`config.mk`:
```
export PLATFORM = sky130hd
export DESIGN_NAME = modulo_slot_scheduler
export DESIGN_NICKNAME = d
export VERILOG_FILES = /design/src/rtl/sched_pkg.sv /design/src/rtl/slot_counter.sv /design/src/rtl/modulo_slot_scheduler.sv
export SDC_FILE = /design/constraint.sdc
export NUM_CORES = 1
export LEC_CHECK = 0
export CELL_PAD_IN_SITES_DETAIL_PLACEMENT = 0
export CELL_PAD_IN_SITES_GLOBAL_PLACEMENT = 1
export CORE_ASPECT_RATIO = 1.75
export CORE_MARGIN = 10
export CORE_UTILIZATION = 35
export DETAILED_ROUTE_END_ITERATION = 12
export PLACE_DENSITY_LB_ADDON = 0.1
export SYNTH_ARGS = -nofsm -noshare
export SYNTH_HDL_FRONTEND = slang
export SYNTH_SLANG_ARGS = --single-unit
```
`constraint.sdc`:
```
create_clock -name clk -period 7.7 [get_ports clk]
set_clock_uncertainty 0.15 [all_clocks]
set_input_delay 0.77 -clock clk [delete_from_list [all_inputs] [get_ports clk]]
set_output_delay 0.77 -clock clk [all_outputs]
set_load 0.02 [all_outputs]
```
`src/rtl/sched_pkg.sv`:
```
// Shared types and the round-robin search used by the slot scheduler.
// rr_pick scans from last+1 upward with wrap and returns the first requester found.
package sched_pkg;

    typedef enum logic [1:0] {IDLE, BUSY, GAP} state_t;

    localparam int MAX_N = 64;

    typedef struct packed {
        logic       found;
        logic [5:0] idx;
    } pick_t;

    function automatic pick_t rr_pick(input logic [MAX_N-1:0] req,
                                      input int unsigned      last,
                                      input int unsigned      n);
        pick_t       p;
        int unsigned idx;
        p = '0;
        for (int unsigned i = 1; i <= MAX_N; i++) begin
            if (i <= n) begin
                idx = last + i;
                if (idx >= n) begin
                    idx = idx - n;
                end
                if (!p.found && req[idx]) begin
                    p.found = 1'b1;
                    p.idx   = idx[5:0];
                end
            end
        end
        return p;
    endfunction

endpackage

```
`src/rtl/slot_counter.sv`:
```
// 32-bit cycle counter that wraps to zero when it reaches a runtime limit.
// Clear has priority over enable.
module slot_counter (
    input  logic        clk,
    input  logic        reset_n,
    input  logic        clr,
    input  logic        en,
    input  logic [31:0] limit,
    output logic [31:0] count,
    output logic        wrap
);

    assign wrap = (count == limit);

    always_ff @(posedge clk or negedge reset_n) begin
        if (!reset_n) begin
            count <= '0;
        end else if (clr) begin
            count <= '0;
        end else if (en) begin
            count <= wrap ? 32'd0 : count + 32'd1;
        end
    end

endmodule

```
`src/rtl/modulo_slot_scheduler.sv`:
```
// Time-sliced round-robin owner of a shared resource: bounded slots, early release,
// and a fixed dead gap after every ownership change.
module modulo_slot_scheduler
    import sched_pkg::*;
#(
    parameter int N        = 4,
    parameter int SLOT_LEN = 16,
    parameter int GAP_LEN  = 1,
    parameter int IDW      = $clog2(N)
) (
    input  logic           clk,
    input  logic           reset_n,
    input  logic [N-1:0]   req,
    input  logic [N-1:0]   done,
    output logic [N-1:0]   grant,
    output logic           grant_valid,
    output logic [IDW-1:0] grant_id,
    output logic [31:0]    slot_count,
    output logic           preempt
);

    localparam logic [31:0] SLOT_LIM = 32'(SLOT_LEN - 1);
    localparam logic [31:0] GAP_LIM  = 32'(GAP_LEN - 1);

    state_t           state;
    logic [IDW-1:0]   last;
    logic [MAX_N-1:0] req_ext;
    pick_t            pick;
    logic             owner_release;
    logic             cnt_clr;
    logic             cnt_en;
    logic [31:0]      cnt_limit;
    logic             cnt_wrap;

    always_comb begin
        req_ext        = '0;
        req_ext[N-1:0] = req;
        pick           = rr_pick(req_ext, int'(last), N);
    end

    // Only the current owner's done/req matter; everyone else is ignored.
    assign owner_release = (state == BUSY) && (done[grant_id] || !req[grant_id]);

    // One counter serves both phases; the limit follows the phase.
    assign cnt_clr   = (state == IDLE) || owner_release;
    assign cnt_en    = (state != IDLE);
    assign cnt_limit = (state == GAP) ? GAP_LIM : SLOT_LIM;

    slot_counter u_slot_counter (
        .clk     (clk),
        .reset_n (reset_n),
        .clr     (cnt_clr),
        .en      (cnt_en),
        .limit   (cnt_limit),
        .count   (slot_count),
        .wrap    (cnt_wrap)
    );

    always_ff @(posedge clk or negedge reset_n) begin
        if (!reset_n) begin
            state       <= IDLE;
            grant       <= '0;
            grant_valid <= 1'b0;
            grant_id    <= '0;
            last        <= IDW'(N - 1);
            preempt     <= 1'b0;
        end else begin
            preempt <= 1'b0;
            case (state)
                IDLE: begin
                    if (pick.found) begin
                        grant       <= {{(N-1){1'b0}}, 1'b1} << pick.idx;
                        grant_valid <= 1'b1;
                        grant_id    <= IDW'(pick.idx);
                        last        <= IDW'(pick.idx);
                        state       <= BUSY;
                    end
                end
                BUSY: begin
                    if (owner_release) begin
                        grant       <= '0;
                        grant_valid <= 1'b0;
                        state       <= GAP;
                    end else if (cnt_wrap) begin
                        grant       <= '0;
                        grant_valid <= 1'b0;
                        preempt     <= 1'b1;
                        state       <= GAP;
                    end
                end
                GAP: begin
                    if (cnt_wrap) begin
                        state <= IDLE;
                    end
                end
                default: state <= IDLE;
            endcase
        end
    end

endmodule

```
==> summary.txt <==
Critical path
  – CP Max Fanout: 16
  – Critical register-to-register path endpoint: grant[2]
  – Crit. End Element: flop
  – Setup crit start: last[0]
  – End of the critical path: grant[2]
  – CP Depth: 7
  – Crit-path cells: inv_1, ha_1, mux4_2, and2_4, o41ai_4, a21boi_4, a22o_1
  – Crit path launch type: flop
  – FF-to-FF Start: last[0]
  – R2R setup slack: 4620 ps
  – Critical path class: flop to flop
  – Critical Path RT: 7770 ps
  – Worst EP arrival: 3160 ps
  – Register-to-Register Path Depth: 7
  – Kind of cell adding the most delay to the critical path: compound AO/OA/AOI/OAI gates
  – CP Buf/Inv Count: 1
  – Max incr delay on CP: 730 ps
  – CP max-delay cell: dfstp_2

Layout
  – Fillers: 693
  – Fin util: 0.465
  – Share of cells above drive strength 1: 0.0839
  – ANT cells: 0
  – Cell Count, Final, Fillers Out: 394
  – Nets: 325
  – Area delta synth->final: 28.8%

Logic synthesis
  – Syn_nets: 278
  – Post-synthesis cell area: 2510 um2
  – Yosys warns: 0
  – Primary FF master, synth: dfrtp_1
  – Unique cell type count in the Yosys netlist: 43
  – EDFF count, synth: 0
  – Async S/R FF share, synth: 1.00
  – Synth Area per Inst: 9.59 um2
  – Post-synthesis cell count: 262
  – Register area share after synthesis: 0.439
  – Synth Register Bits: 44

Clocking
  – Clk buf depth: 2
  – Worst skew pair latency: 280 ps
  – Total CTS buffers: 5
  – Root Driver: clkbuf_16
  – Post-CTS setup buffers: 0
  – H-tree Lvls: 2
  – Clock slew at reported path FFs: 70 ps
  – CTS sink count: 44
  – # hold bufs at CTS: 0
  – CTS tree: done
  – Post-cts resize count: 0

Drt
  – Final wirelength: 6.93 mm
  – Wire length per cell: 17.6 um
  – DRT iter0 DRCs: 89
  – Vias/cell: 5.26
  – DR pass1 iterations: 4
  – Vias: 2071
  – Antenna-violating nets left: 0
  – DRC: 0

STA
  – Tmin final: 3080 ps
  – Relative slew slack: 0.332
  – Worst-Margin Slew: 1000 ps
  – Final hold slack: 359 ps
  – Final setup vio count: 0
  – Period Utilization, post-route: 0.400
  – Final Hold Violating Endpoints: 0
  – Max Fclk: 0.324 GHz
  – Final TNS setup: 0 ps
  – Pins Over Slew Limit: 0
  – RSZ-0062 raised after global routing: no

Pwr
  – Maximum VDD drop: 202 uV
  – Pwr Density: 321 nW/um2
  – Static leakage: 0.00138 uW

Die
  – I/O pin cnt: 50
  – Core footprint: 6960 um2
  – Die Y-Extent: 132 um
  – Die area: 11100 um2
  – Die width: 84.1 um
  – Row cnt: 40
  – Initial Utilization: 0.361

Outcome
  – Status: finished, final reports clean

Placement
  – Inst Count DP: 386
  – RePlAce Congestion: 0.781
  – DP HPWL: 5.33 mm
  – I/O Buffers: 49

Run
  – Max-cap viol count: 0

GRT
  – Largest net degree at the start of global routing: 45
  – First-pass GRT wire length: 11.6 mm
  – Vias in the first global route: 2185
  – Antenna violations before repair: 0
  – Gr usage total: 0.127
  – GRT overflow: 0

Hold path
  – Hold Startpoint: grant[1]
  – Hold crit path type: flop to flop
==> logic make-up (layout without fill, tap and decap cells) <==
group	after synthesis	after routing	synth area share
AO/OA/AOI/OAI	29	29	0.102
XOR/XNOR	30	30	0.105
adder cells (fa/ha/maj)	6	6	0.0299
buffers and inverters	15	63	0.0244
flip-flops	44	44	0.439
multiplexers	10	10	0.0468
AND/OR/NAND/NOR	128	128	0.253
==> area by class of cell <==
cell class / count / area, um2 / area share
multi-input cells: 203 / 1350 / 0.417
well taps: 84 / 105 / 0.0325
clock buffers: 5 / 125 / 0.0387
inverters: 6 / 22.5 / 0.00696
flip-flops and latches: 44 / 1100 / 0.341
repair buffers: 49 / 485 / 0.150
clock inverters: 3 / 46.3 / 0.0143
==> where the power goes <==
part | internal [uW] | switching (uW) | leakage, uW
sequential | 270 | 56.6 | 0.000592
clock | 154 | 92.2 | 0.0000804
combinational | 204 | 262 | 0.000703
total | 628 | 410 | 0.00138
==> worst register-to-register path, delay by kind of cell, from the launching register on <==
kind                       cells  cell delay, ps
adders and majority gates      1             440
buffers and inverters          1             220
AOI/OAI and AO/OA              3             970
DFF                            1             730
and+or+nand+nor                1             190
muxes                          1             320
==> routing by layer <==
layer	global-route usage	up-vias	routed length [um]
li1	-	1011	-
met1	0.129	1003	2660
met2	0.236	45	3780
met3	0.0353	12	310
met4	0.0458	0	171
met5	0	-	0
==> flip-flops by register name (all words and copies together), names as in the netlist <==
name,cells
u_slot_counter.count,32
grant,4
grant_id,2
last,2
state,2
grant_valid,1
preempt,1
==> synth_stat cells, types with 2 or more instances <==
| cell type | n | share of area |
|---|---|---|
| nor2_1 | 43 | 0.064 |
| dfrtp_1 | 42 | 0.42 |
| nand2_1 | 22 | 0.033 |
| xnor2_1 | 17 | 0.059 |
| xor2_1 | 13 | 0.045 |
| and3_1 | 11 | 0.027 |
| nand3_1 | 10 | 0.020 |
| nor4_1 | 9 | 0.022 |
| nand4_1 | 7 | 0.017 |
| a22o_1 | 6 | 0.021 |
| ha_1 | 6 | 0.030 |
| inv_1 | 6 | 0.0090 |
| a21oi_1 | 5 | 0.010 |
| and4_1 | 5 | 0.017 |
| clkbuf_1 | 5 | 0.0075 |
| mux2i_1 | 5 | 0.020 |
| nor3_1 | 5 | 0.010 |
| buf_2 | 4 | 0.0080 |
| mux2_2 | 4 | 0.018 |
| nor2b_1 | 4 | 0.010 |
| nand2b_1 | 3 | 0.0075 |
| or2_2 | 3 | 0.0075 |
| a21o_1 | 2 | 0.0060 |
| and2_1 | 2 | 0.0050 |
| dfstp_2 | 2 | 0.021 |
| nand3b_1 | 2 | 0.0060 |
| o21ai_0 | 2 | 0.0040 |
| o221a_2 | 2 | 0.0090 |
==> through the flow <==
stage | area [um2] | total power [uW] | setup slack (ps)
after CTS | 3240 | 1060 | 4610
final | 3240 | 1040 | 4620
after global placement | 3070 | 809 | 4570
after global routing | 3240 | 1120 | 4440
after floorplan | 2510 | 670 | 4850
after detailed placement | 3070 | 806 | 4520
==> placed cells by master, fill, tap and decap left out, drive strengths merged, types with 6 or more instances in the layout <==
cell / count
clkdlybuf4s50: 48
nor2: 43
dfrtp: 42
nand2: 22
xnor2: 17
xor2: 13
and3: 11
nand3: 10
nor4: 9
nand4: 7
inv: 7
a22o: 6
ha: 6
==> worst min-delay path by stage <==
stage | end | slack (ps) | cells past startpoint
after floorplan | grant[0] | 320 | 0
after global placement | grant[1] | 340 | 1
after detailed placement | grant[1] | 340 | 1
after CTS | grant[1] | 360 | 1
after global routing | grant[3] | 400 | 1
final | grant[1] | 360 | 1
No activity file was read; power rests on OpenSTA's default activity.
